<file path="config.mk">
export PLATFORM = sky130hd
export DESIGN_NAME = afisaj_multiplexat_param
export DESIGN_NICKNAME = d
export VERILOG_FILES = /design/src/rtl/afisaj_pkg.sv /design/src/rtl/afisaj_multiplexat_param_decodor_7seg.sv /design/src/rtl/afisaj_multiplexat_param.sv
export SDC_FILE = /design/constraint.sdc
export NUM_CORES = 1
export LEC_CHECK = 0
export CAP_MARGIN = 25
export CORE_MARGIN = 10
export CORE_UTILIZATION = 46
export CTS_CLUSTER_SIZE = 12
export DETAILED_ROUTE_END_ITERATION = 8
export GPL_TIMING_DRIVEN = 0
export PLACE_DENSITY_LB_ADDON = 0.25
export SLEW_MARGIN = 15
export SYNTH_ARGS = -nofsm -noshare
export SYNTH_HDL_FRONTEND = slang
export SYNTH_SLANG_ARGS = --single-unit
export TNS_END_PERCENT = 100
</file>
<file path="constraint.sdc">
create_clock -name clock -period 3 [get_ports clock]
set_input_delay 0.3 -clock clock [delete_from_list [all_inputs] [get_ports clock]]
set_output_delay 0.3 -clock clock [all_outputs]
set_load 0.01 [all_outputs]
</file>
<file path="src/rtl/afisaj_pkg.sv">
// Shared glyph codes and display-mode encoding for the multiplexed 7-segment driver.
package afisaj_pkg;

  localparam logic [3:0] GLYPH_0       = 4'd0;
  localparam logic [3:0] GLYPH_1       = 4'd1;
  localparam logic [3:0] GLYPH_2       = 4'd2;
  localparam logic [3:0] GLYPH_3       = 4'd3;
  localparam logic [3:0] GLYPH_4       = 4'd4;
  localparam logic [3:0] GLYPH_5       = 4'd5;
  localparam logic [3:0] GLYPH_6       = 4'd6;
  localparam logic [3:0] GLYPH_7       = 4'd7;
  localparam logic [3:0] GLYPH_8       = 4'd8;
  localparam logic [3:0] GLYPH_9       = 4'd9;
  localparam logic [3:0] GLYPH_ARROW_R = 4'd10;
  localparam logic [3:0] GLYPH_ARROW_L = 4'd11;
  localparam logic [3:0] GLYPH_DASH    = 4'd12;
  localparam logic [3:0] GLYPH_BLANK   = 4'd13;
  localparam logic [3:0] GLYPH_FULL    = 4'd14;

  typedef enum logic [1:0] {
    ModeStop   = 2'd0,
    ModeNumber = 2'd1,
    ModeLeft   = 2'd2,
    ModeRight  = 2'd3
  } mode_e;

endpackage

</file>
<file path="src/rtl/afisaj_multiplexat_param_decodor_7seg.sv">
// Glyph code to active-high {a,b,c,d,e,f,g} segment pattern.
module decodor_7seg
  import afisaj_pkg::*;
(
  input  logic [3:0] glyph_i,
  output logic [6:0] seg_o
);

  always_comb begin
    seg_o = 7'b0000000;
    case (glyph_i)
      GLYPH_0:       seg_o = 7'b1111110;
      GLYPH_1:       seg_o = 7'b0110000;
      GLYPH_2:       seg_o = 7'b1101101;
      GLYPH_3:       seg_o = 7'b1111001;
      GLYPH_4:       seg_o = 7'b0110011;
      GLYPH_5:       seg_o = 7'b1011011;
      GLYPH_6:       seg_o = 7'b1011111;
      GLYPH_7:       seg_o = 7'b1110000;
      GLYPH_8:       seg_o = 7'b1111111;
      GLYPH_9:       seg_o = 7'b1111011;
      GLYPH_ARROW_R: seg_o = 7'b1111001;
      GLYPH_ARROW_L: seg_o = 7'b1001111;
      GLYPH_DASH:    seg_o = 7'b0000001;
      GLYPH_FULL:    seg_o = 7'b1111111;
      default:       seg_o = 7'b0000000;
    endcase
  end

endmodule

</file>
<file path="src/rtl/afisaj_multiplexat_param.sv">
// Multiplexed 7-segment driver: per-frame glyph buffering, anti-ghost blanking,
// blinking turn arrows and selectable output polarity.
module afisaj_multiplexat_param
  import afisaj_pkg::*;
#(
  parameter int unsigned NUM_DIGITS     = 4,
  parameter int unsigned PRESCALE       = 50000,
  parameter int unsigned BLANK_CYCLES   = 500,
  parameter int unsigned BLINK_FRAMES   = 64,
  parameter bit          SEG_ACTIVE_LOW = 1'b1,
  parameter bit          DIG_ACTIVE_LOW = 1'b0
) (
  input  logic                    clock,
  input  logic                    reset,
  input  logic                    stop,
  input  logic                    semnal_stanga,
  input  logic                    semnal_dreapta,
  input  logic [4*NUM_DIGITS-1:0] value_bcd,
  input  logic                    blank_lz,
  output logic [NUM_DIGITS-1:0]   dig_en,
  output logic [6:0]              seg,
  output logic                    frame_tick
);

  localparam int unsigned CntW   = $clog2(PRESCALE);
  localparam int unsigned SlotW  = $clog2(NUM_DIGITS);
  localparam int unsigned BlinkW = $clog2(BLINK_FRAMES + 1);

  if (BLANK_CYCLES >= PRESCALE) begin : g_chk_blank
    $fatal(1, "BLANK_CYCLES must be smaller than PRESCALE");
  end
  if (NUM_DIGITS < 2) begin : g_chk_digits
    $fatal(1, "NUM_DIGITS must be at least 2");
  end
  if (PRESCALE < 2) begin : g_chk_prescale
    $fatal(1, "PRESCALE must be at least 2");
  end

  logic [CntW-1:0]              cnt_q, cnt_d;
  logic [SlotW-1:0]             slot_q, slot_d;
  logic [NUM_DIGITS-1:0][3:0]   glyph_q, glyph_d, glyph_load;
  logic [BlinkW-1:0]            blink_cnt_q, blink_cnt_d, blink_cnt_nxt, eff_cnt;
  logic                         blink_phase_q, blink_phase_d, blink_phase_nxt, eff_phase;
  mode_e                        mode_q, mode_d, mode_now;
  logic [NUM_DIGITS-1:0]        dig_en_q, dig_en_d, dig_onehot;
  logic [6:0]                   seg_q, seg_d, seg_raw;
  logic                         frame_tick_q, frame_end;
  logic [SlotW-1:0]             slot_rev;
  logic [3:0]                   cur_glyph, nib;
  logic                         lz_run, entering;

  // Glyphs and blink state that the next frame boundary would commit.
  always_comb begin
    mode_now = stop ? ModeStop :
               (semnal_stanga == semnal_dreapta) ? ModeNumber :
               semnal_stanga ? ModeLeft : ModeRight;
    entering  = (mode_now != mode_q);
    eff_phase = entering ? 1'b1 : blink_phase_q;
    eff_cnt   = entering ? '0 : blink_cnt_q;

    if (mode_now == ModeStop || mode_now == ModeNumber) begin
      blink_cnt_nxt   = '0;
      blink_phase_nxt = 1'b1;
    end else if (eff_cnt == BlinkW'(BLINK_FRAMES - 1)) begin
      blink_cnt_nxt   = '0;
      blink_phase_nxt = ~eff_phase;
    end else begin
      blink_cnt_nxt   = eff_cnt + 1'b1;
      blink_phase_nxt = eff_phase;
    end

    glyph_load = {NUM_DIGITS{GLYPH_BLANK}};
    lz_run     = blank_lz;
    nib        = 4'd0;
    for (int i = int'(NUM_DIGITS) - 1; i >= 0; i--) begin
      nib    = value_bcd[4*i +: 4];
      // Rightmost digit always shows, so a zero value still reads '0'.
      lz_run = lz_run && (nib == 4'd0) && (i != 0);
      unique case (mode_now)
        ModeStop:   glyph_load[i] = GLYPH_FULL;
        ModeNumber: glyph_load[i] = lz_run ? GLYPH_BLANK :
                                    (nib > 4'd9) ? GLYPH_DASH : nib;
        ModeLeft:   glyph_load[i] = (i == int'(NUM_DIGITS) - 1) ?
                                    (eff_phase ? GLYPH_ARROW_L : GLYPH_BLANK) : GLYPH_DASH;
        ModeRight:  glyph_load[i] = (i == 0) ?
                                    (eff_phase ? GLYPH_ARROW_R : GLYPH_BLANK) : GLYPH_DASH;
        default:    glyph_load[i] = GLYPH_BLANK;
      endcase
    end
  end

  always_comb begin
    cnt_d         = cnt_q + 1'b1;
    slot_d        = slot_q;
    glyph_d       = glyph_q;
    blink_cnt_d   = blink_cnt_q;
    blink_phase_d = blink_phase_q;
    mode_d        = mode_q;
    frame_end     = 1'b0;
    if (cnt_q == CntW'(PRESCALE - 1)) begin
      cnt_d = '0;
      if (slot_q == SlotW'(NUM_DIGITS - 1)) begin
        slot_d    = '0;
        frame_end = 1'b1;
      end else begin
        slot_d = slot_q + 1'b1;
      end
    end
    if (frame_end) begin
      glyph_d       = glyph_load;
      blink_cnt_d   = blink_cnt_nxt;
      blink_phase_d = blink_phase_nxt;
      mode_d        = mode_now;
    end
  end

  // Slot 0 is the leftmost digit, which lives in the top nibble / top enable bit.
  assign slot_rev  = SlotW'(NUM_DIGITS - 1) - slot_q;
  assign cur_glyph = glyph_q[slot_rev];

  decodor_7seg u_decodor_7seg (
    .glyph_i (cur_glyph),
    .seg_o   (seg_raw)
  );

  always_comb begin
    dig_onehot = '0;
    if (cnt_q >= CntW'(BLANK_CYCLES)) begin
      dig_onehot[slot_rev] = 1'b1;
    end
    dig_en_d = dig_onehot ^ {NUM_DIGITS{DIG_ACTIVE_LOW}};
    seg_d    = seg_raw ^ {7{SEG_ACTIVE_LOW}};
  end

  always_ff @(posedge clock or posedge reset) begin
    if (reset) begin
      cnt_q         <= '0;
      slot_q        <= '0;
      glyph_q       <= {NUM_DIGITS{GLYPH_BLANK}};
      blink_cnt_q   <= '0;
      blink_phase_q <= 1'b1;
      mode_q        <= ModeNumber;
      dig_en_q      <= {NUM_DIGITS{DIG_ACTIVE_LOW}};
      seg_q         <= {7{SEG_ACTIVE_LOW}};
      frame_tick_q  <= 1'b0;
    end else begin
      cnt_q         <= cnt_d;
      slot_q        <= slot_d;
      glyph_q       <= glyph_d;
      blink_cnt_q   <= blink_cnt_d;
      blink_phase_q <= blink_phase_d;
      mode_q        <= mode_d;
      dig_en_q      <= dig_en_d;
      seg_q         <= seg_d;
      frame_tick_q  <= frame_end;
    end
  end

  assign dig_en     = dig_en_q;
  assign seg        = seg_q;
  assign frame_tick = frame_tick_q;

endmodule

</file>
==> summary.txt, run 1 <==
Yosys
  • Post-synthesis xor/xnor area fraction: approximately 4.3%
  • Synth cell types: 56
  • Top_reg_cell synth: dfrtp_1
  • Yosys warns: 0
  • Mapped Cells: 310
  • Synth Register Bits: 56
  • Register area share after synthesis: 47.03%
  • Async set-reset flop share out of synthesis: 100.0%
  • Syn nets: 346
  • Simple-Gate Fraction of Synth Area: 19.62%
  • EDFF count, synth: 0
  • Avg Inst Size Synth: 9.792 um2
  • Post-synthesis mux area share: 4.328%
  • Largest family of logic cells by synthesized area: simple AND/OR/NAND/NOR gates
  • Post-Synth Adder-Cell Area: 5.771%
  • Mapped cell area: 3035 um2
  • Compound-Gate Fraction of Synth Area: 15.54%

Floorplanning
  • Starting density of the core: a little under half
  • Area of the core: 6386 um2
  • Die area: 10250 um2
  • Rows: 29
  • Die width: 101.2 um
  • Die H: 101.2 um
  • Ports: 34

Power
  • Leakage: 0.001550 uW
  • Peak VDD IR: 0.1902 mV
  • Pwr dens: 371.6 nW/um2

Global route
  • GRT Total Usage: 12.83%
  • Largest net degree at the start of global routing: 39
  • Vias in the first global route: 2358
  • Global-route wire length before repair: roughly 11 mm
  • Initial antenna violation count: 0
  • Overflow after GRT: 0

Timing
  • Setup slack after layout: 203.9 ps
  • Slew @ Worst Pin: 653.8 ps
  • Unrepaired setup endpoints after global routing: no
  • Setup Skew: ~12 ps
  • Max-slew violations: 0
  • Finish-stage setup viols: 0
  • Post-layout min period: 2796 ps
  • Headroom to the max-slew limit: 56.01%
  • Final hold vios: 0
  • FMAX: 357.6 MHz
  • Fin crit share: between 90% and 100%

Critical path
  • Crit path launch type: input pin
  • Setup crit end kind: register
  • R2r setup slk: 500 ps
  • Crit-path max FO: 7
  • Crit path kind: in2reg
  • FF-to-FF Start: mode_q[0]
  • R2R depth: 10
  • R2r endpoint: blink_cnt_q[3]
  • Critical Path AT: 2990 ps
  • Required @ worst endpoint: 3200 ps

Clock network
  • H-tree levels: 2
  • Inserted Clock Buffers: 5
  • Clock transition at path regs: 100 ps
  • CTS tree: built
  • Maximum clock path buffer count: 2
  • Clock Root Buffer: clkbuf_8
  • Clock sink count: 56
  • Clock Latency Late Sink: 310 ps

Finish
  • Commonest non-fill, non-tap cell in the layout: dfrtp_1
  • Diodes inserted: 0
  • Share of cells above drive strength 1: 13.71%
  • Non-filler cells in the finished layout: between 400 and 500
  • Final net count: around 390
  • Synthesis-to-layout area growth: 19.09%
  • Layout fillers: 555
  • Highest-count cells in the layout ignoring fill and taps: 35 x dfrtp_1, 34 x nand2_1, 33 x clkdlybuf4s50_1

Detailed routing
  • Met2 Wirelength: 2.887 mm
  • Top Metal Used: met4
  • Drt pass-1 iters: 4
  • Metal-1 WL: 3.029 mm
  • Wire length per cell: between 10 and 15 um
  • First DRT Iteration DRCs: 88
  • Total wire length: 6.310 mm
  • Routed vias/inst: 5.471
  • Routed Antenna Nets: 0
  • Met3 wire len: between 300 and 400 um
  • DR vias: 2336
  • # DRC: 0

Worst hold path
  • Worst Hold Class: in2async

Placed design
  • Placer Congestion: 0.8508
  • DPL Wire Length: around 4.8 mm
  • Port Buffers: 33
  • Placed insts: 421
  • Pre-CTS WS: -688.1 ps

Run status
  • Status: completed

Run
  • Max_cap viols: 0
## power by group
part / switching, uW / internal, uW
sequential: 1.33 / 758
combinational: 53.1 / 45.5
clock: 235 / 250
total: 289 / 1050
## per-layer routing
metal,vias to the layer above,track usage [%]
met5,-,0
met4,0,3.859
met3,4,3.472
met2,47,20.12
met1,1111,16.91
li1,1174,-
## through the flow
stage | total power (uW) | util [%] | setup TNS [ps] | instance area (um2) | hold WS, ps
final | 1343 | 56.60 | 0 | 3615 | 305.7
after global routing | 1398 | 56.60 | 0 | 3615 | 330.2
after CTS | 1358 | 56.13 | 0 | 3585 | 317.3
after detailed placement | 869.5 | 54.53 | -2537 | 3482 | 470.5
after global placement | 865.1 | 54.21 | -2143 | 3462 | 465.4
after floorplan | 817.9 | - | 0 | 3035 | 436.9
## state kept, by name, summed over array words and instances, names as in the netlist
register,cells
blink_cnt_q,7
slot_q,2
frame_tick,1
blink_phase_q,1
dig_en,4
seg,7
cnt_q,16
mode_q,2
glyph_q,16
## layout make-up
class | count | area, um2 | area share [%]
buffer | 10 | 38.79 | 1.073
clock buffer | 7 | 76.32 | 2.111
clock inverter | 1 | 30.03 | 0.8307
inverter | 15 | 56.30 | 1.558
multi-input combinational | 227 | 1539 | 42.58
sequential | 56 | 1428 | 39.49
tap | 77 | 96.34 | 2.665
timing repair buffer | 34 | 350.3 | 9.692
## cell usage after synthesis, drive strengths merged (2+ instances only)
cell     instances  area (um2)
dfrtp           35       875.8
nand2           34       127.6
nor2            29       108.9
o21ai           25       125.1
dfstp           21       551.8
inv             15       56.30
a21oi           14       70.07
ha              14       175.2
clkbuf          10       37.54
nor3             9       45.04
nand3            8       40.04
xnor2            8       70.07
xor2             7       61.31
and2             6       40.04
a211oi           5       37.54
nor2b            5       31.28
a21o             4       30.03
mux4             4       90.09
nor4             4       40.04
o31ai            4       30.03
a31oi            3       18.77
mux2i            3       30.03
o22ai            3       18.77
or2              3       18.77
a2111oi          2       17.52
buf              2       8.750
nand2b           2       12.51
nand4            2       12.51
nand4b           2       17.52
o211ai           2       15.01
o21a             2       15.01
or3              2       12.51
or4b             2       20.02
## kinds of logic (layout without fill, tap and decap cells)
group                    Yosys count  after routing
XOR/XNOR                          15             15
buffers and inverters             27             67
AND/OR/NAND/NOR                  115            115
multiplexers                       8              8
flip-flops                        56             56
adder cells (fa/ha/maj)           14             14
AO/OA/AOI/OAI                     75             75
## worst max-delay path, cell delays in order
cell	delay, ps
clkdlybuf4s50_1	450
inv_1	40
ha_2	380
xor2_1	160
a32oi_1	80
o32a_4	250
nor2b_1	140
ha_2	210
nand3_1	120
or2_4	300
o21ai_4	180
and4bb_2	240
a21o_1	150
## timing repair
item | 4_1_cts | 5_1_grt
setup buffers | 0 | 0
gates cloned | 0 | 0
hold buffers | 0 | 0
setup endpoints to repair | 4 | 3
pin swaps | 1 | 0
resized for setup | 2 | 7
## worst max path at each step
stage                     cells past startpoint            from  slack (ps)        endpoint
final                                        13  semnal_dreapta         200  blink_cnt_q[3]
after detailed placement                     13  semnal_dreapta        -690  blink_cnt_q[3]
after global routing                         13  semnal_dreapta          70  blink_cnt_q[3]
after floorplan                              12  semnal_dreapta         180  blink_cnt_q[3]
after global placement                       13  semnal_dreapta        -620  blink_cnt_q[3]
after CTS                                    12  semnal_dreapta           8  blink_cnt_q[3]
Power figures use the tool's default switching activity.
==> run 2: changes to the inputs <==
Settings changed: ABC_AREA set to 0.
==> results of run 2 <==
Same layout as run 1: the final DEF is identical, and so are final timing and power.
